**src/rtl/fetch_buffer.sv**
```systemverilog
// In-order {pc, instr} queue between fetch and decode; flush discards all entries.
// Define FETCH_BUFFER_BYPASS_EN to forward input straight to the output when empty.
module fetch_buffer #(
    parameter int DEPTH = 4,
    parameter int PTR_W = 2
) (
    input  logic             clk,
    input  logic             reset,
    input  logic             flush,
    input  logic             in_valid,
    output logic             in_ready,
    input  logic [31:0]      in_pc,
    input  logic [31:0]      in_instr,
    output logic             out_valid,
    input  logic             out_ready,
    output logic [31:0]      out_pc,
    output logic [31:0]      out_instr,
    output logic [PTR_W:0]   count
);

    localparam logic [PTR_W:0] FULL_CNT = (PTR_W + 1)'(DEPTH);

    logic [63:0]      mem_q [DEPTH];
    logic [PTR_W-1:0] wr_ptr_q, wr_ptr_d;
    logic [PTR_W-1:0] rd_ptr_q, rd_ptr_d;
    logic [PTR_W:0]   cnt_q, cnt_d;
    logic             full, empty, push, pop, byp;

    always_comb begin
        full     = (cnt_q == FULL_CNT);
        empty    = (cnt_q == '0);
        in_ready = !full;
`ifdef FETCH_BUFFER_BYPASS_EN
        byp      = empty & in_valid & !flush;
`else
        byp      = 1'b0;
`endif
        out_valid = !empty | byp;
        // A bypassed pair that decode takes right away never touches storage.
        pop       = out_valid & out_ready & !empty;
        push      = in_valid & in_ready & !(byp & out_ready);
        if (!empty) begin
            {out_pc, out_instr} = mem_q[rd_ptr_q];
        end else if (byp) begin
            {out_pc, out_instr} = {in_pc, in_instr};
        end else begin
            {out_pc, out_instr} = 64'd0;
        end
        count = cnt_q;
    end

    always_comb begin
        wr_ptr_d = wr_ptr_q + PTR_W'(push);
        rd_ptr_d = rd_ptr_q + PTR_W'(pop);
        cnt_d    = cnt_q;
        if (push && !pop) begin
            cnt_d = cnt_q + 1'b1;
        end else if (pop && !push) begin
            cnt_d = cnt_q - 1'b1;
        end
        if (flush) begin
            wr_ptr_d = '0;
            rd_ptr_d = '0;
            cnt_d    = '0;
        end
    end

    always_ff @(posedge clk or posedge reset) begin
        if (reset) begin
            wr_ptr_q <= '0;
            rd_ptr_q <= '0;
            cnt_q    <= '0;
        end else begin
            wr_ptr_q <= wr_ptr_d;
            rd_ptr_q <= rd_ptr_d;
            cnt_q    <= cnt_d;
        end
    end

    always_ff @(posedge clk) begin
        if (push && !flush) begin
            mem_q[wr_ptr_q] <= {in_pc, in_instr};
        end
    end

endmodule

```
**config.mk**
```make
export PLATFORM = sky130hd
export DESIGN_NAME = fetch_buffer
export DESIGN_NICKNAME = d
export VERILOG_FILES = /design/src/rtl/fetch_buffer.sv
export SDC_FILE = /design/constraint.sdc
export NUM_CORES = 1
export LEC_CHECK = 0
export CAP_MARGIN = 15
export CORE_AREA = 2 2 209 129
export CTS_CLUSTER_DIAMETER = 60
export DETAILED_ROUTE_END_ITERATION = 10
export DIE_AREA = 0 0 211 131
export PLACE_DENSITY = 0.72
export SLEW_MARGIN = 20
export SYNTH_ARGS = -nofsm -noshare
export SYNTH_HDL_FRONTEND = slang
export SYNTH_SLANG_ARGS = --single-unit
```
**constraint.sdc**
```tcl
create_clock -name clk -period 9.3 [get_ports clk]
set_input_delay 2.79 -clock clk [delete_from_list [all_inputs] [get_ports clk]]
set_output_delay 2.79 -clock clk [all_outputs]
set_load 0.03 [all_outputs]
```
# [Yosys cells after proc, flatten, opt, wreduce, memory -nomap -nowiden]
# Memories as Yosys holds them, arrays and structs flattened.
# Index checks and enable logic that the tools add are counted.
[word_totals] register_bits=7 ramBits=256 inputBits=69 output_inout_bits=69 elab_cells=31 n_memories=1
[memory_table] memory="mem_q" words=4 word_bits=64 read_ports=1 rd_clocked_by_memory_dff=0 wr=1 line_no="23" rtl="logic [63:0] mem_q [DEPTH];"
[op_classes] addsub=4 n_eq_ne=1 muxes=9 n_bitwise=3 reduce_logical=10
[ops] operator="32-bit 2-to-1 mux" n=2
[ops] operator="3-bit 2-to-1 mux" n=3
[ops] operator="1-bit zero test" n=5
[ops] operator="2-bit by 1-bit adder with 2-bit output" n=2
[ops] operator="2-bit 2-to-1 mux" n=2
[ops] operator="3-bit by 1-bit adder with 3-bit output, second input constant" n=1
[ops] operator="1-bit AND" n=3
[ops] operator="3-bit == test, second input constant" n=1
[ops] operator="1-bit logical AND" n=3
[ops] operator="3-bit zero test" n=1
[ops] operator="3-bit nonzero test" n=1
[ops] operator="3-bit by 1-bit subtractor with 3-bit output, second input constant" n=1
[ops] operator="1-bit 2-to-1 mux" n=2

# [Longest topological paths before layout]
# Gate-level depths: netlist of the first run.
[logic_depth] word_depth=8 mapped_depth=7 depth_no_buf=7

# [Worst setup path after synthesis of the first run]
# No wires, ideal clock.
[synth_path] path_type="input -> register" startpoint="input in_valid" endpoint="memory mem_q[1][0] (enable)" setup_ps=644 arrival_ps=9150 required_ps=8656 slack_ps=-494 path_stages=3 path_buffers=1 path_cell_list="buf_2 -> nand2_1 -> nor4_1"
[synth_between] elab_chain_cells=4
[synth_rtl] item="from (decl)" line_no="10" rtl="input logic in_valid,"
[synth_rtl] item="1-bit AND" line_no="41" rtl="push = in_valid & in_ready & !(byp & out_ready);"
[synth_rtl] item="1-bit logical AND" line_no="81" rtl="if (push && !flush) begin"
[synth_rtl] item="1-bit 2-to-1 mux" line_no="81"
[synth_rtl] item="1-bit 2-to-1 mux (implied by the code)" line_no="82" rtl="mem_q[wr_ptr_q] <= {in_pc, in_instr};"
[synth_rtl] item="to (decl)" line_no="23"
# No other way between the ends.

# [Worst setup path in the final report of the first run]
[layout_path] startpoint="register rd_ptr_q[0]" endpoint="output out_pc[16]"
[layout_between] elab_chain_cells=2
[layout_rtl] item="from (decl)" line_no="25" rtl="logic [PTR_W-1:0] rd_ptr_q, rd_ptr_d;"
[layout_rtl] item="from (signal assigned)" line_no="75" rtl="rd_ptr_q <= rd_ptr_d;"
[layout_rtl] item="memory read 4 x 64 bit"
[layout_rtl] item="32-bit 2-to-1 mux" line_no="42" rtl="if (!empty) begin"
[layout_rtl] item="to (decl)" line_no="16" rtl="output logic [31:0] out_pc,"
# No other way between the ends.

==> flow_summary.yaml, run 1 <==
clocking:
  numCtsBuffers: 25
  ctsLongestPathBuffers: 3
  cts_hold_buf: 0
  post_cts_buffers: 0
  htreeDepth: 1
  cts_tree: "yes"
  ctsResizeCount: 0
  cts.root.buffer_cell: "clkbuf_16"
  clock_sinks: 263
  clkLatencyLatePin_ns: 0.51
  clk_pin_slew_worst_paths_ns: 0.06
route:
  ant_nets: 0
  via_per_inst: 5.129
  drcViolationCount: 0
  wl_per_cell_um: 20.46
  drt_pre_antenna_iters: 4
  drtIter0Drc: 324
  wirelength_mm: 19.81
  route.vias.total: 4965
setup_path:
  reg2reg_slack_ns: 6.89
  ff2ff_path_depth: 6
  arrival_ns: 3.45
  r2r_start: "count[0]"
  worstSetupPathType: "reg2out"
  cp-start-kind: "flop"
  crit_fanout: 48
  critPathRequiredTime_ns: 6.51
  critPathCaptureType: "output pin"
  r2r-end: "count[2]"
die:
  ioPinCount: 138
  die_y_um: 131
  rows: 46
  initial_utilization: 0.3933
  core_area_um2: 25840
  fp.dieW_um: 211
  dieArea_um2: 27640
cells_and_area:
  final_nets: 685
  multi_input_area_um2: 2145
  drive_gt1_frac: 0.1933
  fin_cells: 968
  syn2layout_area_growth_pct: 25.05
  nFillCells: 2034
  final_cell_mix: "256 x edfxtp_1, 137 x clkdlybuf4s50_1, 65 x and2_1"
  mostFrequentLayoutCell: "edfxtp_1"
  seqCellArea_um2: 7870
grt:
  grt_overflow: 0
  antenna_found_initial: 0
  first_global_vias: 5188
  track_usage: 0.1456
  grt_first_pass_wirelength_mm: 30.16
  grt_max_degree: 66
min_path:
  whs_endpoint: "wr_ptr_q[1]"
  hold_depth: 2
  hold_path.startpoint: "wr_ptr_q[1]"
  hp-class: "reg2reg"
timing:
  fmax_mhz: 160.2
  hold_violations: 0
  setup-violations-final: 0
  fin_crit_ns: 6.240
  rsz0062_at_grt: "no"
  tightest_slew_ns: 1.002
  maxSlewViolCount: 0
  relSlewSlack: 0.3320
  period_share: 0.6710
  finalClockSkew_ns: 0.01540
  holdWs_ns: 0.6445
synthesis:
  ys_warn_count: 0
  synthFlopType: "edfxtp_1"
  ys_types: 26
  syn-num-nets: 535
  ys_seq_area_frac: 0.7736
  syn_avg_cell_area_um2: 21.95
  ys_ff_latch: 263
  syn_inst: 463
  synth_area_um2: 10160
  ys_async_sr_fraction: 0.02662
  synth-edff-count: 256
power_and_ir_drop:
  vdd.ir_drop.worst_mv: 0.1713
  switchingPower_uw: 940.9
  power_frac_comb: 0.273
  power.leakage_nw: 3.994
  clkPwrFrac: 0.299
  seqPwrFrac: 0.428
  p_total_mw: 3.287
  p_per_area_nw_per_um2: 258.6
  swShare: 0.2863
  p_int_mw: 2.346
place:
  io_buffers: 137
  dpl.cell_count: 922
  place_hpwl_mm: 11.91
  gp_congestion: 0.7089
flow_run:
  max-cap-violations: 0
outcome:
  status: "completed"
how the worst max path moves through the flow:
| stage | end | slack (ns) | cells past startpoint | from |
|---|---|---|---|---|
| 2_1_floorplan | mem_q[1][0] | -0.49 | 3 | in_valid |
| 3_3_place_gp | out_pc[18] | 3.51 | 4 | rd_ptr_q[0] |
| 3_5_place_dp | out_pc[16] | 3.49 | 4 | rd_ptr_q[0] |
| 4_1_cts | out_pc[16] | 2.95 | 4 | rd_ptr_q[0] |
| 5_1_grt | out_pc[16] | 2.81 | 4 | rd_ptr_q[0] |
| 6_report | out_pc[16] | 3.06 | 4 | rd_ptr_q[0] |
power groups by stage:
stage	sequential (mW)	clock, mW	combinational (mW)
5_1_grt	1.41	1.06	0.955
2_1_floorplan	1.42	0	0.585
3_3_place_gp	1.43	0	0.898
6_report	1.41	0.984	0.897
3_5_place_dp	1.43	0	0.907
4_1_cts	1.41	1.01	0.912
area by class of cell:
class / instances / area share
tap: 336 / 0.03308
timing repair buffer: 147 / 0.1138
sequential: 263 / 0.6192
inverter: 8 / 0.002363
antenna: 1 / 0.0001969
clock buffer: 28 / 0.05011
multi-input combinational: 168 / 0.1687
clock inverter: 17 / 0.01250
metal layers:
layer	part of all wire	vias up	GRT usage
met4	0.021	0	0.03480
met3	0.071	28	0.03346
met2	0.46	181	0.2308
met1	0.45	2584	0.2075
li1	-	2172	-
met5	0	-	0
worst max-delay path, cell delays in order, from the launching register on:
cell and delay (ns):
dfrtp_4 0.65, buf_4 0.83, mux4_2 0.62, and2_1 0.20
clkdlybuf4s50_1 0.60
metrics by stage:
stage / TNS (ns) / cell area [um^2] / setup slack, ns / util
after global placement: 0 / 11910 / 3.509 / 0.4609
after global routing: 0 / 12710 / 2.815 / 0.4917
after CTS: 0 / 12710 / 2.945 / 0.4917
final: 0 / 12710 / 3.060 / 0.4918
after detailed placement: 0 / 11910 / 3.489 / 0.4609
after floorplan: -126.42 / 10160 / -0.4938 / -
synth_stat cells, types with 3 or more instances:
library cell	instances	area share
clkbuf_1	8	0.0030
inv_1	8	0.0030
nand2_1	3	0.0011
edfxtp_1	256	0.76
mux4_2	64	0.14
xnor2_1	3	0.0026
and2_1	65	0.040
nor4_1	4	0.0025
nor2b_1	3	0.0018
nor2_1	5	0.0018
buf_6	7	0.0078
dfrtp_1	7	0.017
nand3_1	3	0.0015
buf_2	9	0.0044
flip-flops by register name, summed over array words and instances (netlist names):
register	cells
count	3
rd_ptr_q	2
wr_ptr_q	2
mem_q	256
cell families after synthesis:
kind of cell | Yosys count | share of synthesized area
flops | 263 | 0.7736
simple gates | 88 | 0.05232
mux | 65 | 0.1429
buf+inv | 32 | 0.01810
compound gates | 9 | 0.006033
xor+xnor | 3 | 0.002586
fa+ha+maj | 3 | 0.004432
Note: power is estimated with default switching activity, not from simulation.
==> run 2: changes to the inputs <==
PLACE_DENSITY = 0.74   (was 0.72)
clock period = 5.1 ns   (was 9.3 ns; I/O delays follow)
==> flow_summary.yaml, run 2 (synthesis gave the netlist of run 1 again) <==
setup_path:
  arrival_ns: 2.96
  critical_path.top_delay_family: "buffers and inverters"
  critPathRequiredTime_ns: 3.57
  critPathCaptureType: "output pin"
  crit_fanout: 34
  cp_slowest_stage_delay_ns: 0.72
  crit_buf_inv: 2
  crit_chain: "buf_12 -> mux4_2 -> and2_1 -> clkdlybuf4s50_1"
  worstSetupPathType: "reg2out"
  slowest_stage: "dfrtp_4"
  cp-start-kind: "flop"
timing:
  fmax_mhz: 222.7
  fin_ws_ns: 0.6092
  finalClockSkew_ns: 0.009777
  maxSlewViolCount: 0
  tightest_slew_ns: 0.7116
  setup-violations-final: 0
  tns_ns: 0
  relSlewSlack: 0.5256
  fin_crit_ns: 4.491
  hold_violations: 0
  rsz0062_at_grt: "no"
  period_share: 0.8805
  holdWs_ns: 0.7039
power_and_ir_drop:
  p_total_mw: 5.969
  vdd.ir_drop.worst_mv: 0.3858
  p_per_area_nw_per_um2: 468.1
  power.leakage_nw: 4.005
die:
  core_area_um2: 25840
  dieArea_um2: 27640
  rows: 46
  initial_utilization: 0.3933
  fp.dieW_um: 211
  ioPinCount: 138
  die_y_um: 131
clocking:
  cts_hold_buf: 0
  ctsLongestPathBuffers: 3
  clock_sinks: 263
  htreeDepth: 1
  cts.root.buffer_cell: "clkbuf_16"
  numCtsBuffers: 26
  clkLatencyLatePin_ns: 0.53
  cts_tree: "yes"
  ctsResizeCount: 0
  clk_pin_slew_worst_paths_ns: 0.06
  post_cts_buffers: 0
place:
  place_hpwl_mm: 12.23
  dpl.cell_count: 923
  placed_area_um2: 11980
  dpl_worst_slack_ns: 1.096
  gp_congestion: 0.7251
  io_buffers: 137
route:
  ant_nets: 0
  drcViolationCount: 0
  via_per_inst: 5.094
  drt_pre_antenna_iters: 5
  route.vias.total: 4941
  wl_per_cell_um: 21.30
  drtIter0Drc: 475
  wirelength_mm: 20.66
cells_and_area:
  n_antenna_cell: 0
  largest_register_ffs: 256
  nFillCells: 2075
  mostFrequentLayoutCell: "edfxtp_1"
  drive_gt1_frac: 0.1909
  fin_cells: 970
  final_cell_mix: "256 x edfxtp_1, 137 x clkdlybuf4s50_1, 65 x and2_1"
  top_register: "mem_q"
  final_nets: 687
  fin_util: 0.4934
  syn2layout_area_growth_pct: 25.45
  design_area_um2: 12750
grt:
  met1_usage: 0.2030
  grt_max_degree: 67
  use_met3: 0.04230
  use_met2: 0.2622
  track_usage: 0.1541
  grt_first_pass_wirelength_mm: 32.24
  first_global_vias: 5471
  top_usage_layer: "met2"
  antenna_found_initial: 0
  grt_overflow: 0
outcome:
  status: "completed"
flow_run:
  max-cap-violations: 0
min_path:
  hp-class: "reg2reg"
[run 2: cell types whose count changed in the layout (fill, tap and decap cells not counted), moves of 2 or more]
cell | before | now
nor4_2 | 4 | 0
clkbuf_16 | 25 | 27
clkinv_4 | 0 | 2
nor4_4 | 0 | 4
clkbuf_1 | 3 | 6
clkinvlp_4 | 2 | 0
buf_12 | 0 | 2
bufinv_16 | 3 | 0
[run 2: final cells by class]
class / count / area [um^2] / area share
clock inverters: 14 / 70.07 / 0.005496
multi-input cells: 168 / 2185 / 0.1713
clock buffers: 33 / 698.2 / 0.05476
inverters: 8 / 30.03 / 0.002355
well taps: 336 / 420.4 / 0.03297
flip-flops and latches: 263 / 7868 / 0.6171
repair buffers: 148 / 1479 / 0.1160
[run 2: path summary, 6_finish.rpt]
check / end / slack (ns) / cells past startpoint / from
min in group asynchronous: rd_ptr_q[0] / 1.24 / 2 / reset
max: out_instr[25] / 0.61 / 4 / rd_ptr_q[0]
min reg2reg: count[0] / 0.70 / 2 / count[0]
max in group asynchronous: rd_ptr_q[0] / 3.59 / 2 / reset
max reg2reg: count[2] / 2.56 / 7 / count[0]
min: count[0] / 0.70 / 2 / count[0]
[run 2: layer usage]
layer,vias up,share of wire
met1,2571,0.43
li1,2181,-
met4,0,0.016
met2,158,0.49
met3,31,0.067
met5,-,0
[run 2: where the power goes]
group          switching [mW]  total [mW]  internal [mW]
sequential             0.0691        2.56           2.49
combinational           0.922        1.68          0.753
clock                   0.772        1.74          0.966
[run 2: tightest hold or removal path, cell delays in order (launching register included)]
cell     delay, ns
dfrtp_1       0.47
nand2_1       0.12
a21oi_1       0.07
